===== src/rtl/ro_pair_meter_if.sv =====
// Request/result bundle between the RO-pair meter and its controller.
// master: controller side (issues start, accepts the result with ready).
// slave : meter side (reports busy and the held result).
// With RO_PAIR_METER_DIFF_EN defined, a signed count difference is added.
interface ro_pair_meter_if #(
  parameter int CNT_W = 16
) ();
  logic             start;
  logic             ready;
  logic             busy;
  logic             valid;
  logic             resp;
  logic             tie;
  logic [CNT_W-1:0] cnt_a;
  logic [CNT_W-1:0] cnt_b;
`ifdef RO_PAIR_METER_DIFF_EN
  logic signed [CNT_W:0] diff;

  modport master (output start, ready,
                  input  busy, valid, resp, tie, cnt_a, cnt_b, diff);
  modport slave  (input  start, ready,
                  output busy, valid, resp, tie, cnt_a, cnt_b, diff);
`else
  modport master (output start, ready,
                  input  busy, valid, resp, tie, cnt_a, cnt_b);
  modport slave  (input  start, ready,
                  output busy, valid, resp, tie, cnt_a, cnt_b);
`endif
endinterface


===== src/rtl/ro_pair_meter.sv =====
// RO-PUF measurement end: enables a ring-oscillator pair, counts the
// synchronized rising edges of each over a fixed window of clk cycles and
// reports which one ran faster as a single response bit.
// Optional feature macro: RO_PAIR_METER_DIFF_EN adds bus.diff = cnt_a - cnt_b.
module ro_pair_meter #(
  parameter int CNT_W  = 16,
  parameter int SETTLE = 8,
  parameter int WINDOW = 1024
) (
  input  logic               clk,
  input  logic               rst_n,
  input  logic               ro_a,
  input  logic               ro_b,
  output logic               ro_en_a,
  output logic               ro_en_b,
  ro_pair_meter_if.slave     bus
);

  // Timer must also reach the 3-cycle drain count.
  localparam int TMR_MAX = (SETTLE > WINDOW) ? ((SETTLE > 3) ? SETTLE : 3)
                                             : ((WINDOW > 3) ? WINDOW : 3);
  localparam int TMR_W   = $clog2(TMR_MAX + 1);

  localparam logic [2:0] S_IDLE   = 3'd0;
  localparam logic [2:0] S_SETTLE = 3'd1;
  localparam logic [2:0] S_COUNT  = 3'd2;
  localparam logic [2:0] S_DRAIN  = 3'd3;
  localparam logic [2:0] S_DONE   = 3'd4;

  logic [2:0]       state;
  logic [TMR_W-1:0] tmr;
  logic             ro_en;
  logic             ro_a_p0, ro_a_p1, ro_a_p2;
  logic             ro_b_p0, ro_b_p1, ro_b_p2;
  logic             edge_a, edge_b, count_en;
  logic [CNT_W-1:0] cnt_a, cnt_b;

  function automatic logic [CNT_W-1:0] sat_inc(input logic [CNT_W-1:0] v);
    return (&v) ? v : v + CNT_W'(1);
  endfunction

  // Synchronizer (p0,p1) plus previous-value flop (p2) for edge detection
  always_ff @(posedge clk or negedge rst_n) begin
    if (!rst_n) begin
      ro_a_p0 <= 1'b0; ro_a_p1 <= 1'b0; ro_a_p2 <= 1'b0;
      ro_b_p0 <= 1'b0; ro_b_p1 <= 1'b0; ro_b_p2 <= 1'b0;
    end else begin
      ro_a_p0 <= ro_a; ro_a_p1 <= ro_a_p0; ro_a_p2 <= ro_a_p1;
      ro_b_p0 <= ro_b; ro_b_p1 <= ro_b_p0; ro_b_p2 <= ro_b_p1;
    end
  end

  assign edge_a = ro_a_p1 & ~ro_a_p2;
  assign edge_b = ro_b_p1 & ~ro_b_p2;

  // The last drain cycle does not count, so the compare sees settled counts.
  assign count_en = (state == S_COUNT) ||
                    ((state == S_DRAIN) && (tmr != TMR_W'(2)));

  // Sequencer: settle, count window, drain sync pipe, hold result
  always_ff @(posedge clk or negedge rst_n) begin
    if (!rst_n) begin
      state     <= S_IDLE;
      tmr       <= '0;
      ro_en     <= 1'b0;
      bus.valid <= 1'b0;
      bus.resp  <= 1'b0;
      bus.tie   <= 1'b0;
`ifdef RO_PAIR_METER_DIFF_EN
      bus.diff  <= '0;
`endif
    end else begin
      case (state)
        S_IDLE: begin
          if (bus.start) begin
            state <= S_SETTLE;
            tmr   <= '0;
            ro_en <= 1'b1;
          end
        end
        S_SETTLE: begin
          if (tmr == TMR_W'(SETTLE - 1)) begin
            state <= S_COUNT;
            tmr   <= '0;
          end else begin
            tmr <= tmr + TMR_W'(1);
          end
        end
        S_COUNT: begin
          if (tmr == TMR_W'(WINDOW - 1)) begin
            state <= S_DRAIN;
            tmr   <= '0;
            ro_en <= 1'b0;
          end else begin
            tmr <= tmr + TMR_W'(1);
          end
        end
        S_DRAIN: begin
          if (tmr == TMR_W'(2)) begin
            state     <= S_DONE;
            tmr       <= '0;
            bus.valid <= 1'b1;
            bus.resp  <= (cnt_a > cnt_b);
            bus.tie   <= (cnt_a == cnt_b);
`ifdef RO_PAIR_METER_DIFF_EN
            bus.diff  <= $signed({1'b0, cnt_a}) - $signed({1'b0, cnt_b});
`endif
          end else begin
            tmr <= tmr + TMR_W'(1);
          end
        end
        S_DONE: begin
          if (bus.ready) begin
            state     <= S_IDLE;
            bus.valid <= 1'b0;
          end
        end
        default: begin
          state <= S_IDLE;
          tmr   <= '0;
          ro_en <= 1'b0;
        end
      endcase
    end
  end

  // Saturating edge counters, cleared while the oscillators settle
  always_ff @(posedge clk or negedge rst_n) begin
    if (!rst_n) begin
      cnt_a <= '0;
      cnt_b <= '0;
    end else if (state == S_SETTLE) begin
      cnt_a <= '0;
      cnt_b <= '0;
    end else if (count_en) begin
      if (edge_a) cnt_a <= sat_inc(cnt_a);
      if (edge_b) cnt_b <= sat_inc(cnt_b);
    end
  end

  assign ro_en_a   = ro_en;
  assign ro_en_b   = ro_en;
  assign bus.busy  = (state != S_IDLE);
  assign bus.cnt_a = cnt_a;
  assign bus.cnt_b = cnt_b;

endmodule


===== src/flat_wrapper.sv =====
// flat-port wrapper written by rule: the top's interface ports become plain ports
module ro_pair_meter_flat 
#(
  parameter int CNT_W  = 16,
  parameter int SETTLE = 8,
  parameter int WINDOW = 1024
)
  (clk, rst_n, ro_a, ro_b, ro_en_a, ro_en_b, bus_start, bus_ready, bus_busy, bus_valid, bus_resp, bus_tie, bus_cnt_a, bus_cnt_b);
  ro_pair_meter_if #(.CNT_W(CNT_W)) bus_i ();
  input  logic clk;
  input  logic rst_n;
  input  logic ro_a;
  input  logic ro_b;
  output logic ro_en_a;
  output logic ro_en_b;
  input wire logic [$bits(bus_i.start)-1:0] bus_start;
  input wire logic [$bits(bus_i.ready)-1:0] bus_ready;
  output wire logic [$bits(bus_i.busy)-1:0] bus_busy;
  output wire logic [$bits(bus_i.valid)-1:0] bus_valid;
  output wire logic [$bits(bus_i.resp)-1:0] bus_resp;
  output wire logic [$bits(bus_i.tie)-1:0] bus_tie;
  output wire logic [$bits(bus_i.cnt_a)-1:0] bus_cnt_a;
  output wire logic [$bits(bus_i.cnt_b)-1:0] bus_cnt_b;
  assign bus_i.start = bus_start;
  assign bus_i.ready = bus_ready;
  assign bus_busy = bus_i.busy;
  assign bus_valid = bus_i.valid;
  assign bus_resp = bus_i.resp;
  assign bus_tie = bus_i.tie;
  assign bus_cnt_a = bus_i.cnt_a;
  assign bus_cnt_b = bus_i.cnt_b;
  ro_pair_meter #(.CNT_W(CNT_W), .SETTLE(SETTLE), .WINDOW(WINDOW)) u_core (.clk(clk), .rst_n(rst_n), .ro_a(ro_a), .ro_b(ro_b), .ro_en_a(ro_en_a), .ro_en_b(ro_en_b), .bus(bus_i));
endmodule

===== config.mk =====
export PLATFORM = sky130hd
export DESIGN_NAME = ro_pair_meter_flat
export DESIGN_NICKNAME = d
export VERILOG_FILES = /design/src/rtl/ro_pair_meter_if.sv /design/src/rtl/ro_pair_meter.sv /design/src/flat_wrapper.sv
export SDC_FILE = /design/constraint.sdc
export NUM_CORES = 1
export LEC_CHECK = 0
export CAP_MARGIN = 10
export CORE_MARGIN = 2
export CORE_UTILIZATION = 55
export CTS_CLUSTER_SIZE = 10
export DETAILED_ROUTE_END_ITERATION = 8
export HOLD_SLACK_MARGIN = 0.03
export PLACE_DENSITY = 0.86
export REMOVE_ABC_BUFFERS = 1
export SETUP_SLACK_MARGIN = 0.15
export SLEW_MARGIN = 30
export SYNTH_ARGS = -nofsm -noshare
export SYNTH_HDL_FRONTEND = slang
export SYNTH_SLANG_ARGS = --single-unit

===== constraint.sdc =====
create_clock -name clk -period 4 [get_ports clk]
set_clock_uncertainty 0.2 [all_clocks]
set_input_delay 0.6 -clock clk [delete_from_list [all_inputs] [get_ports clk]]
set_output_delay 0.6 -clock clk [all_outputs]
set_load 0.03 [all_outputs]

# == Word level (Yosys, flattened, before mapping) ==
# Index checks and enable logic that the tools add are counted.
# word_totals
wordCells,83
output_inout_bits,38
regBits,56
input_bits,6
# op_classes
eq_ne,16
n_reduce_logical,18
n_lt_le_gt_ge,1
mux,25
addsub,3
bitwise_logic,6
# ops
cell,count
$mux 16,8
$pmux 11 s5,1
$mux 11,4
$add 16x1->16 const B,2
$reduce_and 16->1,2
$eq 16x16->1,1
$gt 16x16->1,1
$mux 3,5
$pmux 3 s5,1
$reduce_and 3->1,4
$add 11x1->11 const B,1
$eq 11x10->1 const B,1
$eq 11x2->1 const B,1
$eq 11x3->1 const B,1
$ne 11x2->1 const B,1
$ne 2x2->1 const B,4
$reduce_bool 2->1,4
$eq 3x2->1 const B,2
$ne 2x1->1 const B,3
$reduce_and 5->1,1
$mux 1,4
$not 1->1,4
$reduce_and 2->1,2
$eq 3x1->1 const B,1
other kinds (9),10

# == Depth between registers and ports, before layout ==
# Gate-level depths: netlist of the first run.
# logic_depth
depth_word,5
mapped_depth,10
ltp_nobuf,7

# == Least setup slack after synthesis of the first run ==
# No wires, ideal clock.
# synth_path
path_kind,register -> register
start,register u_core.tmr[7]
end,"register u_core.cnt_b[11], in the netlist u_core.bus.cnt_b[11]"
required_time_ns,3.681
synth_period_minus_slack_ns,2.491
path_slack_ns,1.509
stages_incl_launch_ff,8
setup_time_ns,0.119
arrival_time_ns,2.173
path_cell_list,dfrtp_1 or4_4 or4_4 buf_6 and2_4 buf_6 and4_4 o21a_1
# synth_between
elab_chain_len,5
# synth_lines
element,line_no,source
"start, declared",ro_pair_meter.sv:31,logic [TMR_W-1:0] tmr;
"start signal, assigned",ro_pair_meter.sv:86,tmr <= tmr + TMR_W'(1);
"start signal, assigned",ro_pair_meter.sv:95,tmr <= tmr + TMR_W'(1);
"start signal, assigned",ro_pair_meter.sv:109,tmr <= tmr + TMR_W'(1);
$ne 11x2->1,ro_pair_meter.sv:58,((state == S_DRAIN) && (tmr != TMR_W'(2)));
$logic_and 1x1->1,ro_pair_meter.sv:58,
$logic_or 1x1->1,ro_pair_meter.sv:57,assign count_en = (state == S_COUNT) ||
$reduce_bool 2->1 (no line),--,
$reduce_and 3->1 (no line),--,
"end signal, assigned",ro_pair_meter.sv:137,if (edge_b) cnt_b <= sat_inc(cnt_b);
"end, declared",ro_pair_meter.sv:36,"logic [CNT_W-1:0] cnt_a, cnt_b;"
# No other way between the ends.
# A chain may end at the register's enable or synchronous reset.

# == Worst setup path in the final report of the first run ==
# layout_path
start,register u_core.tmr[3]
end,"register u_core.cnt_a[1], in the netlist u_core.bus.cnt_a[1]"
# layout_between
elab_chain_len,5
# layout_lines
element,line_no,source
$ne 11x2->1,ro_pair_meter.sv:58,
$logic_and 1x1->1,ro_pair_meter.sv:58,
$logic_or 1x1->1,ro_pair_meter.sv:57,
$reduce_bool 2->1 (no line),--,
$reduce_and 3->1 (no line),--,
"end signal, assigned",ro_pair_meter.sv:136,if (edge_a) cnt_a <= sat_inc(cnt_a);
"end, declared",ro_pair_meter.sv:36,
# No other way between the ends.

==> metrics.yaml, run 1 <==
worst_setup_path:
  criticalPathCategory: "reg -> reg"
  r2r_setup_slack_ns: 1.19
  worst-endpoint-arrival_ns: 2.82
  end_kind: "flip-flop"
  crit_required_ns: 4.01
  cp_slowest_stage_delay_ns: 0.59
  reg_to_reg_end: "u_core.bus.cnt_a[1]"
  cpMaxStageDelayCell: "sky130_fd_sc_hd__or4_1"
  timing.critical_path.cells: "or4_1 > or4_4 > nand2_2 > nor3_1 > a32o_1"
  path_delay_family: "simple AND/OR/NAND/NOR gates"
  critical_path_buf_inv_count: 0
  largest_fanout_on_the_critical_path: 31
  cp-endpoint: "u_core.bus.cnt_a[1]"
  setup.worst_path.start_class: "flip-flop"
  worstSetupStartpoint: "u_core.tmr[3]"
  stages_on_worst_setup_path: 5
  timing.rr.start: "u_core.tmr[3]"
  worst-r2r-cell-count: 5
grt:
  maximum_number_of_pins_on_one_net_before_global_route_repair: 36
  initial_antenna_violation_count: 0
  overflow: 0
  first_global_vias: 2973
  first_pass_grt_wire_length_microns: 14200
  grt.total_usage_pct: 24.6
synthesis:
  synthesis.yosys.warnings: 0
  synth_xor_area_share_pct: 0.256
  number_of_flops_mapped_to_enable_cells_by_yosys: 0
  syn_inst: 376
  synth_top_family_by_area: "simple AND/OR/NAND/NOR gates"
  avg_cell_area_syn_sq_um: 9.08
  synth_area_leaders: "sky130_fd_sc_hd__dfrtp_1 41%, sky130_fd_sc_hd__ha_1 7.3%, sky130_fd_sc_hd__a21oi_1 4.5%"
  post_synth_instance_area_sq_mm: 0.00342
  synth_seq_cells: 56
  synthDominantAreaCellType: "sky130_fd_sc_hd__dfrtp_1"
  async_sr_flop_fraction_pct: 100
  dominantRegCellSynth: "sky130_fd_sc_hd__dfrtp_1"
  yosysTopAreaCellShare_pct: 41.0
  synth-simple-area-share_pct: 24.8
  synth_cell_type_count: 53
  seq_area_frac_synth_pct: 41.0
  synthMuxAreaShare_pct: 1.76
  yosys.area_share.adder_pct: 7.33
  synth-compound-area-share_pct: 19.3
power:
  fin_total_pwr_mw: 1.95
  ir_drop_uv: 318
  pwr_density_cell_mw_per_mm2: 495
  leakage_nw: 1.63
floorplanning:
  core_region_area_sq_mm: 0.00596
  dieArea_sq_mm: 0.00686
  boundaryPins: 44
  initial_cell_density_of_the_core_pct: 57.4
  floorplan.die.width_microns: 82.8
  die_height_microns: 82.8
  rows: 28
timing:
  final_report_hold_violation_count: 0
  max_slew.worst_pin.slew_ns: 0.790
  worst_slack_ns: 1.19
  max-slew-margin-rel_pct: 47.3
  period_minus_slack_ns: 2.81
  finalSetupTns_ns: 0
  slew_viol_final: 0
  setup_repair_after_global_routing_missed_its_margin: "no"
  period_share_pct: 70.3
  finalSetupViolCount: 0
  max_freq_mhz: 356
  finalHoldWorstSlack_ns: 0.161
finish:
  combined_area_of_the_multi_input_logic_cells_sq_mm: 0.00182
  layout.cells.most_common: "sky130_fd_sc_hd__dfrtp_1"
  sequential_cell_area_sq_mm: 0.00140
  postLayoutCoreUtil_pct: 66.3
  insertedDiodeCount: 0
  area_delta_synth_final_pct: 15.6
  final_nets: 440
  layout.cells.most_common_list: "56 x sky130_fd_sc_hd__dfrtp_1, 42 x sky130_fd_sc_hd__clkdlybuf4s50_1, 31 x sky130_fd_sc_hd__a21oi_1"
  fillers: 496
  layout-drive-gt1-share_pct: 5.80
placement:
  dpl.hpwl_microns: 6070
  place.port_buffers: 43
  place_ws_ns: 1.24
  gp_congestion: 0.894
status:
  status: "complete, no violations"
drt:
  wire_per_inst_microns: 17.1
  drt_drc_violations_left: 0
  antenna_left: 0
  drt_iter0_markers: 282
  route.final.wire_length_microns: 8370
  routed_via_density: 6.44
  firstDrtPassIters: 4
  vias: 3151
hold_path:
  hold_path.class: "in -> async"
cts:
  cts-resized-gates: 0
  cts_root_buf: "sky130_fd_sc_hd__clkbuf_8"
  cts_sinks: 56
  cts-buffers-inserted: 5
  clock_latency_ns: 0.31
  clk_pin_slew_ns: 0.10
  clock_tree_from_tritoncts: "done"
  ctsLongestPathBuffers: 2
  post_cts_buffers: 0
  htree_num_levels: 2
  holdBufCountCts: 0
flow_run:
  max-cap-violations: 0
per-stage QoR:
stage,cell area (sq um),cells
floorplan,3320,359
global placement,3870,482
detailed placement,3870,482
CTS,3950,489
global route,3950,489
finish,3950,489
layer usage:
metal  global-route usage, %  wire length (microns)  up-vias
met3                    3.88                    363       13
met1                    31.4                   3540     1542
met4                    5.81                    106        0
met5                       0                      0        -
li1                        -                      -     1494
met2                    43.8                   4350      102
sequential cells by signal (all words and copies together) (netlist names):
name	cells
u_core.bus.tie	1
u_core.ro_b_p1	1
u_core.tmr	11
u_core.ro_b_p0	1
u_core.bus.resp	1
u_core.ro_en_a	1
u_core.bus.cnt_b	16
u_core.ro_b_p2	1
u_core.bus.valid	1
u_core.state	3
u_core.ro_a_p0	1
u_core.ro_a_p1	1
u_core.bus.cnt_a	16
u_core.ro_a_p2	1
cell usage after synthesis, types with 4 or more instances:
master / number
sky130_fd_sc_hd__nand4_1: 17
sky130_fd_sc_hd__dfrtp_1: 56
sky130_fd_sc_hd__nor2_1: 14
sky130_fd_sc_hd__or4_1: 13
sky130_fd_sc_hd__o21ai_0: 23
sky130_fd_sc_hd__a21oi_1: 31
sky130_fd_sc_hd__nand2b_1: 7
sky130_fd_sc_hd__a22o_1: 5
sky130_fd_sc_hd__and3_1: 5
sky130_fd_sc_hd__inv_1: 24
sky130_fd_sc_hd__mux2i_1: 6
sky130_fd_sc_hd__a31oi_1: 10
sky130_fd_sc_hd__clkbuf_1: 9
sky130_fd_sc_hd__nand3_1: 18
sky130_fd_sc_hd__nand2_1: 29
sky130_fd_sc_hd__ha_1: 20
sky130_fd_sc_hd__o31ai_1: 12
sky130_fd_sc_hd__or2_2: 4
sky130_fd_sc_hd__nor4_1: 5
sky130_fd_sc_hd__and4_1: 4
sky130_fd_sc_hd__nor3_1: 6
sky130_fd_sc_hd__or3_1: 8
sky130_fd_sc_hd__a21o_1: 4
final cells by class:
| type | count | area share, % |
|---|---|---|
| Sequential cell | 56 | 35.5 |
| Clock buffer | 6 | 1.84 |
| Clock inverter | 1 | 0.127 |
| Tap cell | 75 | 2.38 |
| Multi-Input combinational cell | 279 | 46.2 |
| Timing Repair Buffer | 48 | 11.7 |
| Inverter | 24 | 2.28 |
logic make-up (layout without fill, tap and decap cells):
logic type	count (synthesis)	count (layout)
fa+ha+maj	20	20
simple gates	147	147
mux	6	6
compound gates	105	105
flops	56	56
buf+inv	41	79
xor+xnor	1	1
how the worst min path moves through the flow:
stage,slack [ns],start,depth (start not counted),endpoint
3_5_place_dp,0.15,u_core.ro_b_p0,0,u_core.ro_b_p1
2_1_floorplan,0.10,rst_n,0,u_core.bus.cnt_a[0]
4_1_cts,0.17,u_core.ro_b_p0,0,u_core.ro_b_p1
3_3_place_gp,0.13,u_core.ro_b_p0,0,u_core.ro_b_p1
6_report,0.16,rst_n,1,u_core.bus.cnt_b[8]
5_1_grt,0.17,u_core.ro_b_p0,0,u_core.ro_b_p1
power breakdown:
group          total, mW  switching [mW]  leakage, nW  internal (mW)
clock network      0.296           0.176       0.0410          0.120
registers          0.768           0.122        0.742          0.646
logic              0.890           0.571        0.847          0.319
total               1.95           0.870         1.63           1.08
worst reg2reg max path, cell delays in order (launching register included):
cell and delay, ns:
sky130_fd_sc_hd__dfrtp_1 0.45, sky130_fd_sc_hd__or4_1 0.59, sky130_fd_sc_hd__or4_4 0.58, sky130_fd_sc_hd__nand2_2 0.44
sky130_fd_sc_hd__nor3_1 0.16, sky130_fd_sc_hd__a32o_1 0.29
(Power assumes the default switching activity.)
==> inputs of run 2 (changes only) <==
CORE_UTILIZATION = 50   (was 55)
PLACE_DENSITY = 0.83   (was 0.86)
clock period = 2.4 ns   (was 4 ns; I/O delays follow)
==> run 2 against run 1 <==
  * Combinational power increased by 120%
  * Register-to-register slack got worse by 1.1 ns
  * Routed wire length rose by 12%
==> metrics.yaml, run 2 (synthesis gave the netlist of run 1 again) <==
status:
  status: "complete, no violations"  # unchanged
timing:
  period_share_pct: 97.5  # was 70.3%
  setup_repair_after_global_routing_missed_its_margin: "yes"  # was no
  max_freq_mhz: 427  # was 356 MHz
  final_report_hold_violation_count: 0  # unchanged
  max-slew-margin-rel_pct: 59.7  # was 47.3%
  slew_viol_final: 0  # unchanged
  finalSetupViolCount: 0  # unchanged
  finalHoldWorstSlack_ns: 0.163  # was 0.161 ns
  max_slew.worst_pin.slew_ns: 0.602  # was 0.790 ns
  period_minus_slack_ns: 2.34  # was 2.81 ns
drt:
  met3_wl_microns: 614  # was 363 microns
  routedLengthMet1_microns: 3840  # was 3540 microns
  route.final.wire_length_microns: 9350  # was 8370 microns
  wire_per_inst_microns: 17.4  # was 17.1 microns
  routed_via_density: 6.35  # was 6.44
  dr_wl_met2_microns: 4760  # was 4350 microns
  vias: 3410  # was 3151
  drt_drc_violations_left: 0  # unchanged
  drt_iter0_markers: 318  # was 282
  firstDrtPassIters: 7  # was 4
  top_signal_layer_used: "met4"  # unchanged
  antenna_left: 0  # unchanged
finish:
  area_delta_synth_final_pct: 28.9  # was 15.6%
  layout-drive-gt1-share_pct: 17.1  # was 5.80%
  layout.cells.most_common: "sky130_fd_sc_hd__dfrtp_1"  # unchanged
  fillers: 514  # was 496
  sequential_cell_area_sq_mm: 0.00140  # about the same
  final_nets: 482  # was 440
  insertedDiodeCount: 0  # unchanged
  layout.cells.most_common_list: "54 x sky130_fd_sc_hd__dfrtp_1, 41 x sky130_fd_sc_hd__clkdlybuf4s50_1, 39 x sky130_fd_sc_hd__buf_4"  # was 56 x sky130_fd_sc_hd__dfrtp_1, 42 x sky130_fd_sc_hd__clkdlybuf4s50_1, 31 x sky130_fd_sc_hd__a21oi_1
  biggestRegsByFlops: "u_core.bus.cnt_a: 16 flops, u_core.bus.cnt_b: 16 flops, u_core.tmr: 11 flops"  # unchanged
  combined_area_of_the_multi_input_logic_cells_sq_mm: 0.00190  # was 0.00182 sq mm
  postLayoutCoreUtil_pct: 65.5  # was 66.3%
  finish.instance_area_sq_mm: 0.00440  # was 0.00395 sq mm
placement:
  dpl.hpwl_microns: 6600  # was 6070 microns
  place.port_buffers: 43  # unchanged
  placement.cell_area_sq_mm: 0.00416  # was 0.00387 sq mm
  gp_congestion: 0.897  # was 0.894
power:
  fin_total_pwr_mw: 3.79  # was 1.95 mW
  ir_drop_uv: 524  # was 318 uV
  leakage_nw: 1.89  # was 1.63 nW
  pwr_density_cell_mw_per_mm2: 860  # was 495 mW/mm^2
cts:
  clock_tree_from_tritoncts: "done"  # unchanged
  cts_root_buf: "sky130_fd_sc_hd__clkbuf_8"  # unchanged
  ctsLongestPathBuffers: 2  # unchanged
  htree_num_levels: 2  # unchanged
  clock_latency_ns: 0.33  # was 0.31 ns
  cts-buffers-inserted: 5  # unchanged
  clk_pin_slew_ns: 0.12  # was 0.10 ns
  cts_sinks: 56  # unchanged
worst_setup_path:
  cpMaxStageDelayCell: "sky130_fd_sc_hd__or4_4"  # was sky130_fd_sc_hd__or4_1
  r2r_setup_slack_ns: 0.06  # was 1.19 ns
  timing.rr.start: "u_core.tmr[5]"  # was u_core.tmr[3]
  largest_fanout_on_the_critical_path: 5  # was 31
  crit_required_ns: 2.42  # was 4.01 ns
  end_kind: "flip-flop"  # unchanged
  worstSetupStartpoint: "u_core.tmr[5]"  # was u_core.tmr[3]
  path_delay_family: "simple AND/OR/NAND/NOR gates"  # unchanged
  cp_slowest_stage_delay_ns: 0.57  # was 0.59 ns
  critical_path_buf_inv_count: 0  # unchanged
  worst-endpoint-arrival_ns: 2.36  # was 2.82 ns
  setup.worst_path.start_class: "flip-flop"  # unchanged
  worst_path_most_repeated_cell: "sky130_fd_sc_hd__or4_4"
  criticalPathCategory: "reg -> reg"  # unchanged
  timing.critical_path.cells: "or4_4 > or4_4 > and2_4 > and4_4 > o21a_1"  # was or4_1 > or4_4 > nand2_2 > nor3_1 > a32o_1
grt:
  initial_antenna_violation_count: 0  # unchanged
  maximum_number_of_pins_on_one_net_before_global_route_repair: 35  # was 36
  overflow: 0  # unchanged
  grt.total_usage_pct: 25.0  # was 24.6%
  first_pass_grt_wire_length_microns: 15100  # was 14200 microns
  first_global_vias: 3248  # was 2973
floorplanning:
  die_height_microns: 86.7  # was 82.8 microns
  floorplan.die.width_microns: 86.7  # was 82.8 microns
  rows: 30  # was 28
  core_region_area_sq_mm: 0.00672  # was 0.00596 sq mm
  dieArea_sq_mm: 0.00751  # was 0.00686 sq mm
  initial_cell_density_of_the_core_pct: 50.8  # was 57.4%
  boundaryPins: 44  # unchanged
hold_path:
  hold_path_startpoint: "u_core.ro_b_p0"
  hold_path.class: "reg -> reg"  # was in -> async
flow_run:
  max-cap-violations: 0  # unchanged
run 2: changes by cell type in the layout (fill, tap and decap cells not counted), sizes merged:
cell           previous run  this run
inv                      24        25
clkbuf                    6         5
buf                       6        45
dlygate4sd2               0         1
dlygate4sd3               0         1
clkdlybuf4s50            42        41
and2                      1         2
o21a                      3         4
clkinvlp                  0         1
run 2: final timing paths:
kind                       cells after the start              endpoint
max in group asynchronous                      3   u_core.bus.cnt_a[0]
setup reg to reg                               5  u_core.bus.cnt_b[11]
hold reg to reg                                0        u_core.ro_b_p1
min in group asynchronous                      2   u_core.bus.cnt_b[7]
hold / removal                                 0        u_core.ro_b_p1
setup / recovery                               5  u_core.bus.cnt_b[11]
run 2: layer usage:
layer  vias up  global-route usage (%)
met2       171                    43.4
li1       1581                       -
met3        17                    3.43
met1      1641                    32.1
met4         0                    7.95
met5         -                       0
run 2: cell type report:
| class | instances | share of cell area, % |
|---|---|---|
| Multi-Input combinational cell | 281 | 43.2 |
| Sequential cell | 56 | 31.9 |
| Timing Repair Buffer | 88 | 18.4 |
| Tap cell | 80 | 2.27 |
| Inverter | 24 | 2.05 |
| Clock buffer | 5 | 1.56 |
| Clock inverter | 3 | 0.625 |
run 2: worst reg2reg max path, stage by stage (launching register included):
cell and delay (ns):
sky130_fd_sc_hd__dfrtp_1 0.41, sky130_fd_sc_hd__or4_4 0.55, sky130_fd_sc_hd__or4_4 0.57, sky130_fd_sc_hd__and2_4 0.19
sky130_fd_sc_hd__and4_4 0.18, sky130_fd_sc_hd__o21a_1 0.16
run 2: through the flow:
step,setup TNS (ns),setup slack (ns),instances
finish,0,0.0599,537
global route,0,0.00399,537
CTS,0,0.0650,529
detailed placement,0,0.0644,519
global placement,0,0.118,519
floorplan,-0.320,-0.123,359
run 2: what timing repair did:
item	4_1_cts	5_1_grt
pin swaps	2	12
endpoints found under the setup margin	30	41
buffers inserted	0	7
hold buffers	1	0
gates cloned	1	1
hold endpoints to repair	22	0
gates resized for setup	8	16
run 2: report_power, final:
group          internal [mW]  switching, mW
logic                  0.842           1.15
clock network          0.216          0.354
registers               1.08          0.144
total                   2.14           1.65
==> inputs of run 3 (changes only) <==
CTS_CLUSTER_SIZE = not set   (was 10)
PLACE_DENSITY = 0.76   (was 0.83)
==> run 3 against run 2 <==
  * Critical path depth is 1 higher
  * Total power is 1.2% higher
  * Setup slack worse by 0.036 ns
  * Sequential power hardly changed
  * Die area stayed put
  * Cell count is 0.56% higher
  * Clock power is 12% lower
  * Sequential share of layout area is 2.0 points lower
  * Clock-buffer cell count is 1 higher
  * Critical path type unchanged
  * Largest power group unchanged
==> metrics.yaml, run 3 (synthesis gave the netlist of run 1 again) <==
status:
  status: "complete, no violations"  # unchanged
flow_run:
  max-cap-violations: 0  # unchanged
worst_setup_path:
  timing.critical_path.cells: "and4_1 > and3_1 > and3_1 > buf_6 > or4_1 > a21oi_1"  # was or4_4 > or4_4 > and2_4 > and4_4 > o21a_1
  cp-endpoint: "u_core.bus.cnt_a[8]"  # was u_core.bus.cnt_b[11]
  cp_slowest_stage_delay_ns: 0.50  # was 0.57 ns
  end_kind: "flip-flop"  # unchanged
  worst-endpoint-arrival_ns: 2.41  # was 2.36 ns
  r2r_setup_slack_ns: 0.02  # was 0.06 ns
  cpMaxStageDelayCell: "sky130_fd_sc_hd__or4_1"  # was sky130_fd_sc_hd__or4_4
  worstSetupStartpoint: "u_core.bus.cnt_a[11]"  # was u_core.tmr[5]
  criticalPathCategory: "reg -> reg"  # unchanged
  worst_path_most_repeated_cell: "sky130_fd_sc_hd__and3_1"  # was sky130_fd_sc_hd__or4_4
  worst-r2r-cell-count: 6  # was 5
  timing.rr.start: "u_core.bus.cnt_a[11]"  # was u_core.tmr[5]
  setup.worst_path.start_class: "flip-flop"  # unchanged
  reg_to_reg_end: "u_core.bus.cnt_a[8]"  # was u_core.bus.cnt_b[11]
  largest_fanout_on_the_critical_path: 12  # was 5
  crit_required_ns: 2.44  # was 2.42 ns
drt:
  antenna_left: 0  # unchanged
  route.final.wire_length_microns: 9280  # was 9350 microns
  vias: 3323  # was 3410
  drt_iter0_markers: 243  # was 318
  routed_via_density: 6.15  # was 6.35
  drt_drc_violations_left: 0  # unchanged
  firstDrtPassIters: 4  # was 7
  wire_per_inst_microns: 17.2  # was 17.4 microns
cts:
  clk_pin_slew_ns: 0.10  # was 0.12 ns
  ctsLongestPathBuffers: 2  # unchanged
  cts_sinks: 56  # unchanged
  clock_tree_from_tritoncts: "done"  # unchanged
  cts_root_buf: "sky130_fd_sc_hd__clkbuf_8"  # unchanged
  htree_num_levels: 2  # unchanged
  cts-buffers-inserted: 5  # unchanged
  clock_latency_ns: 0.31  # was 0.33 ns
placement:
  place.port_buffers: 43  # unchanged
  dpl.hpwl_microns: 6340  # was 6600 microns
  gp_congestion: 0.893  # was 0.897
  place_ws_ns: 0.0581  # was 0.0644 ns
  placement.cell_area_sq_mm: 0.00415  # was 0.00416 sq mm
grt:
  first_pass_grt_wire_length_microns: 14700  # was 15100 microns
  grt.total_usage_pct: 24.3  # was 25.0%
  grt.busiest_layer: "met2"  # unchanged
  grtUsageMet3_pct: 4.10  # was 3.43%
  grtUsageMet1_pct: 31.8  # was 32.1%
  initial_antenna_violation_count: 0  # unchanged
  maximum_number_of_pins_on_one_net_before_global_route_repair: 38  # was 35
  overflow: 0  # unchanged
  first_global_vias: 3181  # was 3248
  met2_use_gr_pct: 40.8  # was 43.4%
power:
  seq_power_share_pct: 32.0  # was 32.3%
  p_switching_mw: 1.70  # was 1.65 mW
  clock_power_share_pct: 13.1  # was 15.1%
  pwr_density_cell_mw_per_mm2: 816  # was 860 mW/mm^2
  sw_frac_of_total_pct: 44.3  # was 43.6%
  leakage_nw: 1.93  # was 1.89 nW
  fin_total_pwr_mw: 3.83  # was 3.79 mW
  cell_int_power_mw: 2.13  # was 2.14 mW
  ir_drop_uv: 619  # was 524 uV
  comb_power_share_pct: 54.9  # was 52.7%
floorplanning:
  boundaryPins: 44  # unchanged
  rows: 30  # unchanged
  floorplan.die.width_microns: 86.7  # unchanged
  initial_cell_density_of_the_core_pct: 50.8  # unchanged
  die_height_microns: 86.7  # unchanged
  dieArea_sq_mm: 0.00751  # unchanged
  core_region_area_sq_mm: 0.00672  # unchanged
finish:
  final_nets: 486  # was 482
  layout.cells.most_common_list: "54 x sky130_fd_sc_hd__dfrtp_1, 41 x sky130_fd_sc_hd__clkdlybuf4s50_1, 40 x sky130_fd_sc_hd__buf_4"  # was 54 x sky130_fd_sc_hd__dfrtp_1, 41 x sky130_fd_sc_hd__clkdlybuf4s50_1, 39 x sky130_fd_sc_hd__buf_4
  finish.instance_area_sq_mm: 0.00470  # was 0.00440 sq mm
  biggestRegsByFlops: "u_core.bus.cnt_a: 16 flops, u_core.bus.cnt_b: 16 flops, u_core.tmr: 11 flops"  # unchanged
  fillers: 486  # was 514
  layout.cells.most_common: "sky130_fd_sc_hd__dfrtp_1"  # unchanged
  layout-drive-gt1-share_pct: 23.9  # was 17.1%
  combined_area_of_the_multi_input_logic_cells_sq_mm: 0.00215  # was 0.00190 sq mm
  sequential_cell_area_sq_mm: 0.00140  # unchanged
  insertedDiodeCount: 0  # unchanged
  area_delta_synth_final_pct: 37.5  # was 28.9%
hold_path:
  hold_path.class: "reg -> reg"  # unchanged
timing:
  setup_repair_after_global_routing_missed_its_margin: "yes"  # unchanged
  period_minus_slack_ns: 2.38  # was 2.34 ns
  worst_slack_ns: 0.0237  # was 0.0599 ns
  slew_viol_final: 0  # unchanged
  max_slew.worst_pin.slew_ns: 0.638  # was 0.602 ns
  finalSetupTns_ns: 0  # unchanged
  max_freq_mhz: 421  # was 427 MHz
  final_report_hold_violation_count: 0  # unchanged
  max-slew-margin-rel_pct: 57.2  # was 59.7%
  finalSetupViolCount: 0  # unchanged
  period_share_pct: 99.0  # was 97.5%
-- run 3: final cells by class --
cell class / instances / area share, %
Tap cell: 80 / 2.13
Inverter: 24 / 1.92
Clock buffer: 6 / 1.55
Sequential cell: 56 / 29.9
Clock inverter: 1 / 0.107
Timing Repair Buffer: 94 / 18.6
Multi-Input combinational cell: 279 / 45.8
-- run 3: power groups by stage --
stage	clock [mW]	combinational [mW]	sequential (mW)
final	0.503	2.10	1.23
after global routing	0.553	2.30	1.25
after CTS	0.513	1.74	1.23
after detailed placement	0	1.73	1.25
after global placement	0	1.68	1.24
after floorplan	0	0.829	1.38
-- run 3: worst min path at each step --
stage | startpoint | endpoint | cells past startpoint
finish | u_core.ro_a_p0 | u_core.ro_a_p1 | 0
global route | u_core.ro_a_p0 | u_core.ro_a_p1 | 0
CTS | u_core.ro_a_p0 | u_core.ro_a_p1 | 0
detailed placement | u_core.ro_a_p0 | u_core.ro_a_p1 | 0
global placement | u_core.ro_b_p0 | u_core.ro_b_p1 | 0
floorplan | rst_n | u_core.bus.cnt_a[0] | 0
-- run 3: metrics by stage --
| step | std cells | util [%] | hold WS [ns] |
|---|---|---|---|
| floorplan | 359 | - | -0.136 |
| global placement | 522 | 61.8 | 0.132 |
| detailed placement | 522 | 61.8 | 0.139 |
| CTS | 530 | 63.2 | 0.148 |
| global route | 540 | 69.9 | 0.161 |
| finish | 540 | 69.9 | 0.153 |
-- run 3: timing repair --
item / in CTS / in global routing
endpoints found under the setup margin: 26 / 42
pin swaps: 2 / 45
hold buffers: 1 / 0
hold endpoints to repair: 19 / 0
gates resized for setup: 3 / 79
buffers inserted: 0 / 10
cloned: 0 / 0
-- run 3: metal layers --
metal | routed length [microns] | part of all wire [%] | vias up
met5 | 0 | 0 | -
met4 | 206 | 2.2 | 0
met3 | 385 | 4.1 | 19
met2 | 4640 | 50 | 91
met1 | 4050 | 44 | 1634
li1 | - | - | 1579
-- run 3: critical path, delay by kind of cell (launching register included) --
family,cells,cell delay [ns]
DFF,1,0.45
and+or+nand+nor,4,1.28
AOI/OAI and AO/OA,1,0.17
buffers and inverters,1,0.21
